--- config.mk ---
export PLATFORM = sky130hd
export DESIGN_NAME = prog_loader
export DESIGN_NICKNAME = d
export VERILOG_FILES = /design/src/rtl/prog_loader_pkg.sv /design/src/rtl/prog_loader_word_assembler.sv /design/src/rtl/prog_loader.sv
export SDC_FILE = /design/constraint.sdc
export NUM_CORES = 1
export LEC_CHECK = 0
export CAP_MARGIN = 15
export CORE_MARGIN = 3
export CORE_UTILIZATION = 49
export CTS_CLUSTER_SIZE = 12
export DETAILED_ROUTE_END_ITERATION = 10
export PLACE_DENSITY = 0.84
export SYNTH_ARGS = -nofsm -noshare
export SYNTH_HDL_FRONTEND = slang
export SYNTH_SLANG_ARGS = --single-unit
--- constraint.sdc ---
create_clock -name clk_i -period 2 [get_ports clk_i]
set_clock_uncertainty 0.1 [all_clocks]
set_input_delay 0.5 -clock clk_i [delete_from_list [all_inputs] [get_ports clk_i]]
set_output_delay 0.5 -clock clk_i [all_outputs]
set_load 0.05 [all_outputs]
--- src/rtl/prog_loader_pkg.sv ---
// Shared definitions for the program/data loader: command codes,
// FSM state encoding and a small command-classification helper.
package prog_loader_pkg;

  localparam logic [7:0] CMD_IMEM = 8'h01;
  localparam logic [7:0] CMD_DMEM = 8'h02;
  localparam logic [7:0] CMD_GO   = 8'h0F;

  typedef enum logic [2:0] {
    ST_CMD   = 3'd0,
    ST_BASE  = 3'd1,
    ST_COUNT = 3'd2,
    ST_DATA  = 3'd3,
    ST_DONE  = 3'd4,
    ST_ERR   = 3'd5
  } state_e;

  // True for the two commands that carry BASE/COUNT/payload bytes.
  function automatic logic is_load_cmd(input logic [7:0] b);
    return (b == CMD_IMEM) || (b == CMD_DMEM);
  endfunction

endpackage

--- src/rtl/prog_loader_word_assembler.sv ---
// Little-endian 4-byte word assembler. Bytes arrive LSB first; the
// completed word and a one-cycle word_valid_o pulse are registered and
// appear in the cycle after the 4th byte. word_o holds its last value.
// clr_i drops any partial word (used at the start of every frame).
module word_assembler (
  input  logic        clk_i,
  input  logic        rst_i,
  input  logic        clr_i,
  input  logic        byte_en_i,
  input  logic [7:0]  byte_i,
  output logic [31:0] word_o,
  output logic        word_valid_o,
  output logic [1:0]  byte_cnt_o
);

  logic [1:0]  cnt_q,   cnt_d;
  logic [23:0] part_q,  part_d;
  logic [31:0] word_q,  word_d;
  logic        valid_q, valid_d;

  // Next-state: shift the byte into its lane, complete the word on lane 3.
  always_comb begin
    cnt_d   = cnt_q;
    part_d  = part_q;
    word_d  = word_q;
    valid_d = 1'b0;
    if (clr_i) begin
      cnt_d  = 2'd0;
      part_d = 24'h0;
    end else if (byte_en_i) begin
      case (cnt_q)
        2'd0: part_d[7:0]   = byte_i;
        2'd1: part_d[15:8]  = byte_i;
        2'd2: part_d[23:16] = byte_i;
        default: begin
          word_d  = {byte_i, part_q};
          valid_d = 1'b1;
        end
      endcase
      cnt_d = cnt_q + 2'd1;
    end
  end

  // State registers; async reset discards any partial word.
  always_ff @(posedge clk_i or negedge rst_i) begin
    if (!rst_i) begin
      cnt_q   <= 2'd0;
      part_q  <= 24'h0;
      word_q  <= 32'h0;
      valid_q <= 1'b0;
    end else begin
      cnt_q   <= cnt_d;
      part_q  <= part_d;
      word_q  <= word_d;
      valid_q <= valid_d;
    end
  end

  assign word_o       = word_q;
  assign word_valid_o = valid_q;
  assign byte_cnt_o   = cnt_q;

endmodule

--- src/rtl/prog_loader.sv ---
// Program/data loader: decodes a framed byte stream into word writes to
// instruction memory and byte writes to data memory, then raises start_o
// on GO. Optional trailing per-frame checksum: PROG_LOADER_CHECKSUM_EN.
//
// Handshake: a byte transfers on a rising clk_i edge where valid_i && ready_o.
// ready_o depends only on the FSM state (never on valid_i); the producer
// may hold valid_i low at any point and the loader simply waits.
module prog_loader
  import prog_loader_pkg::*;
#(
  parameter int IMEM_DEPTH = 256,
  parameter int DMEM_BYTES = 32,
  parameter int IA_W       = 8,
  parameter int DA_W       = 5
) (
  input  logic            clk_i,
  input  logic            rst_i,
  input  logic [7:0]      byte_i,
  input  logic            valid_i,
  output logic            ready_o,
  output logic            imem_we_o,
  output logic [IA_W-1:0] imem_addr_o,
  output logic [31:0]     imem_data_o,
  output logic            dmem_we_o,
  output logic [DA_W-1:0] dmem_addr_o,
  output logic [7:0]      dmem_data_o,
  output logic            start_o,
  output logic            busy_o,
  output logic            err_o,
  output state_e          dbg_state_o
);

  // Address wrap masks (depths are powers of two, so modulo == mask).
  localparam logic [IA_W-1:0] IA_MASK = IA_W'(IMEM_DEPTH - 1);
  localparam logic [DA_W-1:0] DA_MASK = DA_W'(DMEM_BYTES - 1);

  // With checksums, a frame ends on its checksum byte (still in DATA).
`ifdef PROG_LOADER_CHECKSUM_EN
  localparam state_e LAST_NEXT = ST_DATA;
`else
  localparam state_e LAST_NEXT = ST_CMD;
`endif

  state_e          state_q,     state_d;
  logic            is_imem_q,   is_imem_d;
  logic [7:0]      base_q,      base_d;
  logic [7:0]      cnt_q,       cnt_d;
  logic [7:0]      idx_q,       idx_d;
  logic [IA_W-1:0] imem_addr_q, imem_addr_d;
  logic            dmem_we_q,   dmem_we_d;
  logic [DA_W-1:0] dmem_addr_q, dmem_addr_d;
  logic [7:0]      dmem_data_q, dmem_data_d;

  logic       accept;
  logic       asm_en;
  logic       asm_clr;
  logic [1:0] asm_cnt;
  logic       last_unit;
  logic       csum_byte;
  logic       csum_ok;

  assign accept = valid_i && ready_o;

`ifdef PROG_LOADER_CHECKSUM_EN
  logic [7:0] csum_q,       csum_d;
  logic       csum_phase_q, csum_phase_d;

  assign csum_byte = csum_phase_q;
  assign csum_ok   = (byte_i == csum_q);

  // Running payload sum and "next DATA byte is the checksum" flag.
  always_comb begin
    csum_d       = csum_q;
    csum_phase_d = csum_phase_q;
    if (accept && state_q == ST_COUNT) begin
      csum_d       = 8'h00;
      csum_phase_d = (byte_i == 8'h00);
    end else if (accept && state_q == ST_DATA) begin
      if (csum_phase_q) begin
        csum_phase_d = 1'b0;
      end else begin
        csum_d = csum_q + byte_i;
        if (last_unit) csum_phase_d = 1'b1;
      end
    end
  end

  // Checksum registers.
  always_ff @(posedge clk_i or negedge rst_i) begin
    if (!rst_i) begin
      csum_q       <= 8'h00;
      csum_phase_q <= 1'b0;
    end else begin
      csum_q       <= csum_d;
      csum_phase_q <= csum_phase_d;
    end
  end
`else
  assign csum_byte = 1'b0;
  assign csum_ok   = 1'b0;
`endif

  // FSM next-state, frame counters and registered write ports.
  always_comb begin
    state_d     = state_q;
    is_imem_d   = is_imem_q;
    base_d      = base_q;
    cnt_d       = cnt_q;
    idx_d       = idx_q;
    imem_addr_d = imem_addr_q;
    dmem_we_d   = 1'b0;
    dmem_addr_d = dmem_addr_q;
    dmem_data_d = dmem_data_q;
    asm_en      = 1'b0;
    asm_clr     = 1'b0;
    last_unit   = 1'b0;
    case (state_q)
      ST_CMD: begin
        if (accept) begin
          asm_clr   = 1'b1;
          is_imem_d = (byte_i == CMD_IMEM);
          if (is_load_cmd(byte_i))   state_d = ST_BASE;
          else if (byte_i == CMD_GO) state_d = ST_DONE;
          else                       state_d = ST_ERR;
        end
      end
      ST_BASE: begin
        if (accept) begin
          base_d  = byte_i;
          state_d = ST_COUNT;
        end
      end
      ST_COUNT: begin
        if (accept) begin
          cnt_d   = byte_i;
          idx_d   = 8'h00;
          state_d = (byte_i == 8'h00) ? LAST_NEXT : ST_DATA;
        end
      end
      ST_DATA: begin
        if (accept) begin
          if (csum_byte) begin
            state_d = csum_ok ? ST_CMD : ST_ERR;
          end else if (is_imem_q) begin
            // A word completes when the assembler sees its 4th byte.
            asm_en = 1'b1;
            if (asm_cnt == 2'd3) begin
              imem_addr_d = (base_q[IA_W-1:0] + idx_q[IA_W-1:0]) & IA_MASK;
              idx_d       = idx_q + 8'd1;
              cnt_d       = cnt_q - 8'd1;
              last_unit   = (cnt_q == 8'd1);
            end
          end else begin
            dmem_we_d   = 1'b1;
            dmem_addr_d = (base_q[DA_W-1:0] + idx_q[DA_W-1:0]) & DA_MASK;
            dmem_data_d = byte_i;
            idx_d       = idx_q + 8'd1;
            cnt_d       = cnt_q - 8'd1;
            last_unit   = (cnt_q == 8'd1);
          end
          if (last_unit) state_d = LAST_NEXT;
        end
      end
      ST_DONE: state_d = ST_DONE;
      ST_ERR:  state_d = ST_ERR;
      default: state_d = ST_ERR;
    endcase
  end

  // FSM and datapath registers.
  always_ff @(posedge clk_i or negedge rst_i) begin
    if (!rst_i) begin
      state_q     <= ST_CMD;
      is_imem_q   <= 1'b0;
      base_q      <= 8'h00;
      cnt_q       <= 8'h00;
      idx_q       <= 8'h00;
      imem_addr_q <= '0;
      dmem_we_q   <= 1'b0;
      dmem_addr_q <= '0;
      dmem_data_q <= 8'h00;
    end else begin
      state_q     <= state_d;
      is_imem_q   <= is_imem_d;
      base_q      <= base_d;
      cnt_q       <= cnt_d;
      idx_q       <= idx_d;
      imem_addr_q <= imem_addr_d;
      dmem_we_q   <= dmem_we_d;
      dmem_addr_q <= dmem_addr_d;
      dmem_data_q <= dmem_data_d;
    end
  end

  word_assembler u_asm (
    .clk_i        (clk_i),
    .rst_i        (rst_i),
    .clr_i        (asm_clr),
    .byte_en_i    (asm_en),
    .byte_i       (byte_i),
    .word_o       (imem_data_o),
    .word_valid_o (imem_we_o),
    .byte_cnt_o   (asm_cnt)
  );

  assign ready_o     = (state_q == ST_CMD) || (state_q == ST_BASE) ||
                       (state_q == ST_COUNT) || (state_q == ST_DATA);
  assign busy_o      = (state_q == ST_BASE) || (state_q == ST_COUNT) ||
                       (state_q == ST_DATA);
  assign start_o     = (state_q == ST_DONE);
  assign err_o       = (state_q == ST_ERR);
  assign imem_addr_o = imem_addr_q;
  assign dmem_we_o   = dmem_we_q;
  assign dmem_addr_o = dmem_addr_q;
  assign dmem_data_o = dmem_data_q;
  assign dbg_state_o = state_q;

endmodule

==> results.cfg, run 1 <==
[run_status]
status = finished, final reports clean

[clocking]
cts-root-buf = sky130_fd_sc_hd__clkbuf_8
cts_num_sinks = 109
clk-insertion-delay-late_ps = 380
buffer_depth_of_the_longest_clock_path = 2
clock_tree.htree_level_count = 3
cts_bufs_inserted = 9
cts_tree = done
worst_setup_hold_path_clk_slew_ps = 110

[worst_setup_path]
critPathArrivalTime_ps = 2170
worst_setup_path_startpoint = idx_q[2]$_DFFE_PN0P_
timing.critical_path.to_type = flip-flop
worstSetupPathType = flip-flop to flip-flop
crit_fanout = 6
critPathRequiredTime_ps = 2190
rr_startpoint = idx_q[2]$_DFFE_PN0P_
worst_setup_path_start_kind = flip-flop
r2r_slack_ps = 20

[sta]
worst_margin_pin_slew_ps = 364
timing.final.setup_violations = 0
maxClockFrequency_ghz = 0.506
rsz0062_at_grt = true
final_max_slew_viol_count = 0
timing.final.crit_period_ps = 1980
fin_setup_tns_ps = 0
setup_slack_ps = 24.0
relSlewSlack = 0.755
finalCritPeriodShare = 0.988
final_count_of_hold_timing_violations = 0

[logic_synthesis]
synth-edff-count = 0
synth.cell_area_sq_um = 5000
synth.avg_cell_area_sq_um = 10.6
synth-main-ff-cell = sky130_fd_sc_hd__dfrtp_1
postSynth.asyncResetShare = 1.00
post_synth_num_cell_types = 50
ys_seq_elements = 109
postSynthCellCount = 471
yosysWarningCount = 0
seq_area_frac_synth = 0.546
syn-num-nets = 497

[power]
combinationalPowerShare = 0.051
internal_power_of_the_cells_mw = 2.90
total_power_consumption_mw = 3.87
pwr-share-seq = 0.573
switching_share = 0.250
peakVddDrop_mv = 0.335
clock_power_share = 0.376
net-switching-power_mw = 0.966
total_leakage_power_nw = 3.43
power_density_nw_per_um2 = 608

[placement]
gp_congestion = 0.865
place.port_buffers = 72
pre_cts_ws_ps = -274
dp.final_hpwl_microns = 8410
postPlaceCellArea_sq_um = 6080

[floorplanning]
die_width_microns = 107
die-height_microns = 107
io_pins = 73
core-area_sq_um = 9860
num_rows = 36
starting_density_of_the_core = 0.506
floorplan.die_area_sq_um = 11400

[global_route]
pin_count_of_the_biggest_net_entering_global_routing = 42
first_global_vias = 3917
grt_remaining_overflow = 0
grt_antenna_before_repair = 0
grt_pass1_wl_microns = 19600
aggregate_global_route_resource_usage = 0.217

[finish]
layout-area-overhead-vs-synth_pct = 27.4
final_common_cell = sky130_fd_sc_hd__dfrtp_1
layout.cells.most_common_list = sky130_fd_sc_hd__dfrtp_1, sky130_fd_sc_hd__nand2_1, sky130_fd_sc_hd__buf_4
post-route-util = 0.645
final.fill_count = 698
drive_above_1_share = 0.298
n_antenna_cell = 0
fin_nets = 599
design_area_sq_um = 6360

[drt]
initialDrtViolationCount = 210
drt_pre_antenna_iters = 4
num_vias = 3907
vias_per_cell = 5.50
number_of_nets_still_failing_antenna_checks_after_routing = 0
wl_microns = 11900
number_of_remaining_drc_errors = 0
routed_wire_length_per_instance_microns = 16.7

[hold_path]
min_path_type = flip-flop to flip-flop
min_from = u_asm.part_q[13]$_DFFE_PN0P_

[run]
cap_violations = 0
-- path summary, 6_finish.rpt --
path | endpoint | cells past startpoint
worst max-delay path | imem_addr_o[7]$_DFFE_PN0P_ | 5
worst min-delay path | u_asm.word_o[13]$_DFFE_PN0P_ | 2
worst max register to register | imem_addr_o[7]$_DFFE_PN0P_ | 5
worst min register to register | u_asm.word_o[13]$_DFFE_PN0P_ | 2
max in group asynchronous | u_asm.part_q[20]$_DFFE_PN0P_ | 3
min in group asynchronous | u_asm.word_o[15]$_DFFE_PN0P_ | 2
-- what timing repair did --
item / in CTS / in global routing
pin swaps: 0 / 2
resized for setup: 3 / 6
hold buffers: 1 / 0
setup buffers: 1 / 2
setup endpoints to repair: 4 / 4
endpoints found under the hold margin: 21 / 0
-- layout make-up --
cell class / count / area (sq um) / area share
repair buffers: 116 / 1070 / 0.169
clock inverters: 7 / 97.6 / 0.0153
inverters: 11 / 45.0 / 0.00708
well taps: 133 / 166 / 0.0261
flip-flops and latches: 109 / 2730 / 0.429
clock buffers: 9 / 124 / 0.0195
multi-input cells: 326 / 2130 / 0.334
-- power by group through the flow --
| stage | logic [mW] | registers [mW] | clock network (mW) |
|---|---|---|---|
| floorplan | 0.0294 | 2.29 | 0 |
| global placement | 0.195 | 2.26 | 0 |
| detailed placement | 0.198 | 2.26 | 0 |
| CTS | 0.201 | 2.22 | 1.47 |
| global route | 0.213 | 2.22 | 1.57 |
| finish | 0.198 | 2.22 | 1.46 |
-- through the flow --
step | instances | hold slack (ps)
finish | 711 | 385
global placement | 691 | 324
global route | 711 | 401
CTS | 709 | 385
floorplan | 471 | 104
detailed placement | 691 | 327
-- cell usage after synthesis, types with 5 or more instances --
master                     instances  area share
sky130_fd_sc_hd__nand3_1           7      0.0070
sky130_fd_sc_hd__mux2i_1          25       0.050
sky130_fd_sc_hd__clkbuf_1          8      0.0060
sky130_fd_sc_hd__dfrtp_1         109        0.55
sky130_fd_sc_hd__buf_4             5      0.0075
sky130_fd_sc_hd__nor2_1           41       0.031
sky130_fd_sc_hd__ha_1             14       0.035
sky130_fd_sc_hd__o21ai_0          27       0.027
sky130_fd_sc_hd__a22oi_1           5      0.0075
sky130_fd_sc_hd__inv_1            10      0.0075
sky130_fd_sc_hd__mux2_2           30       0.068
sky130_fd_sc_hd__a21oi_1          11       0.011
sky130_fd_sc_hd__and3_1            5      0.0063
sky130_fd_sc_hd__xnor2_1           5      0.0088
sky130_fd_sc_hd__buf_2            10       0.010
sky130_fd_sc_hd__nand2_1          99       0.074
-- registers in the layout, indices dropped and copies added, names as in the netlist --
name and flops:
u_asm.byte_cnt_o 2, idx_q 8, u_asm.word_valid_o 1, dmem_we_o 1, base_q 8, u_asm.part_q 24
dmem_data_o 8, dmem_addr_o 5, dbg_state_o 3, is_imem_q 1, cnt_q 8, imem_addr_o 8
u_asm.word_o 32
-- metal layers --
metal	track usage	part of all wire
met2	0.369	0.50
met5	0	0
met1	0.283	0.43
met3	0.0421	0.049
met4	0.0685	0.023
-- critical path, stage by stage (launching register included) --
cell and delay (ps):
sky130_fd_sc_hd__dfrtp_1 460, sky130_fd_sc_hd__ha_1 390, sky130_fd_sc_hd__a21oi_2 230, sky130_fd_sc_hd__a211oi_1 110, sky130_fd_sc_hd__or3_1 360, sky130_fd_sc_hd__a31oi_1 230
-- cell families after synthesis --
| logic type | Yosys count | share of synthesized area |
|---|---|---|
| AO/OA/AOI/OAI | 71 | 0.0894 |
| XOR/XNOR | 6 | 0.0105 |
| adder cells (fa/ha/maj) | 15 | 0.0391 |
| buffers and inverters | 36 | 0.0363 |
| flip-flops | 109 | 0.546 |
| multiplexers | 55 | 0.118 |
| AND/OR/NAND/NOR | 179 | 0.161 |
Power figures use the tool's default switching activity.
==> run 2: changes to the inputs <==
--- a/constraint.sdc
+++ b/constraint.sdc
@@ -4,2 +4,2 @@
 set_output_delay 0.5 -clock clk_i [all_outputs]
-set_load 0.05 [all_outputs]
+set_load 0.1 [all_outputs]
==> results.cfg, run 2 (synthesis gave the netlist of run 1 again) <==
[finish]
finalNonFillerCells = 718
final.fill_count = 528
final_common_cell = sky130_fd_sc_hd__dfrtp_1
design_area_sq_um = 7110
post-route-util = 0.720
fin_nets = 605
layout.cells.most_common_list = sky130_fd_sc_hd__dfrtp_1, sky130_fd_sc_hd__nand2_1, sky130_fd_sc_hd__buf_12
layout-area-overhead-vs-synth_pct = 42.2
drive_above_1_share = 0.312
flip_flop_count_of_the_largest_register_all_copies_and_words_added = 32

[floorplanning]
io_pins = 73
die-height_microns = 107
die_width_microns = 107
starting_density_of_the_core = 0.506
floorplan.die_area_sq_um = 11400
core-area_sq_um = 9860
num_rows = 36

[worst_setup_path]
crit-reg2reg-capture = imem_addr_o[6]$_DFFE_PN0P_
rr_startpoint = base_q[0]$_DFFE_PN0P_
worst_setup_path_start_kind = flip-flop
worst_setup_path_startpoint = dbg_state_o[2]$_DFFE_PN0P_
critPathRequiredTime_ps = 1400
critPathArrivalTime_ps = 1420
endpoint = start_o
timing.reg2reg.worst_path_depth = 6
timing.critical_path.to_type = output port
worstSetupPathType = flip-flop to output port
crit_fanout = 7
r2r_slack_ps = 0

[sta]
final_max_slew_viol_count = 0
setup_slack_ps = -24.1
worst_margin_pin_slew_ps = 445
rsz0062_at_grt = true
timing.final.setup_violations = 3
fin_setup_tns_ps = -39.6
maxClockFrequency_ghz = 0.494
finalCritPeriodShare = 1.01
holdWs_ps = 388
final_count_of_hold_timing_violations = 0
relSlewSlack = 0.703
timing.final.crit_period_ps = 2020

[global_route]
grt_pass1_wl_microns = 22300
pin_count_of_the_biggest_net_entering_global_routing = 53
aggregate_global_route_resource_usage = 0.254
first_global_vias = 4374
grt_remaining_overflow = 0
grt_antenna_before_repair = 1

[power]
peakVddDrop_mv = 0.322
total_leakage_power_nw = 3.60
power_density_nw_per_um2 = 549
total_power_consumption_mw = 3.90

[placement]
postPlaceCellArea_sq_um = 6760
gp_congestion = 0.824
pre_cts_ws_ps = -343
place.port_buffers = 72
placed_cells = 691
dp.final_hpwl_microns = 9380

[drt]
vias_per_cell = 6.03
number_of_nets_still_failing_antenna_checks_after_routing = 0
drt_pre_antenna_iters = 5
initialDrtViolationCount = 422
number_of_remaining_drc_errors = 0
wl_microns = 15300
routed_wire_length_per_instance_microns = 21.3
num_vias = 4328

[clocking]
buffer_depth_of_the_longest_clock_path = 2
cts-root-buf = sky130_fd_sc_hd__clkbuf_8
clock_tree.htree_level_count = 3
cts_bufs_inserted = 9
clk-insertion-delay-late_ps = 380
worst_setup_hold_path_clk_slew_ps = 110
cts_num_sinks = 109
cts_tree = done

[run]
cap_violations = 0

[hold_path]
min_path_type = flip-flop to flip-flop

[run_status]
status = finished, violations left
violations = setup timing
-- run 2: per-layer routing --
| layer | part of all wire | global-route usage |
|---|---|---|
| met3 | 0.079 | 0.0421 |
| met5 | 0 | 0 |
| met1 | 0.35 | 0.290 |
| met4 | 0.049 | 0.128 |
| met2 | 0.52 | 0.456 |
-- run 2: critical path, cell delays in order, from the launching register on --
cell	delay [ps]
sky130_fd_sc_hd__dfrtp_4	500
sky130_fd_sc_hd__clkinvlp_4	130
sky130_fd_sc_hd__nor3_4	220
sky130_fd_sc_hd__buf_12	200
-- run 2: how the worst min path moves through the flow --
stage	start	end	slack, ps	cells past startpoint
after floorplan	rst_i	base_q[0]$_DFFE_PN0P_	100	0
after global placement	rst_i	u_asm.word_o[14]$_DFFE_PN0P_	360	1
after detailed placement	rst_i	u_asm.word_o[14]$_DFFE_PN0P_	360	1
after CTS	u_asm.part_q[13]$_DFFE_PN0P_	u_asm.word_o[13]$_DFFE_PN0P_	380	2
after global routing	u_asm.part_q[5]$_DFFE_PN0P_	u_asm.word_o[5]$_DFFE_PN0P_	410	2
final	u_asm.part_q[5]$_DFFE_PN0P_	u_asm.word_o[5]$_DFFE_PN0P_	390	2
-- run 2: layout make-up --
class	count	area, sq um	area share
clock inverters	7	83.8	0.0118
diodes	1	2.50	0.000352
clock buffers	9	124	0.0174
multi-input cells	326	2160	0.304
repair buffers	122	1790	0.251
well taps	133	166	0.0234
flip-flops and latches	109	2740	0.385
inverters	11	47.5	0.00669
-- run 2: report_power, final --
part           total, mW  switching (mW)  internal, mW  leakage [nW]
Sequential          2.22          0.0115          2.21          1.48
Combinational      0.265           0.175        0.0895          2.01
Clock               1.41           0.811         0.602         0.107
-- run 2: timing repair --
item                                    4_1_cts  5_1_grt
setup buffers                                 3        6
hold endpoints to repair                     28        0
endpoints found under the setup margin        5       69
pin swaps                                     0        3
hold buffers                                  1        0
resized for setup                             3       15
==> run 3: changes to the inputs <==
Settings changed: CTS_CLUSTER_SIZE 12 to not set.
==> results of run 3 <==
Same layout as run 2: the final DEF is identical, and so are final timing and power.
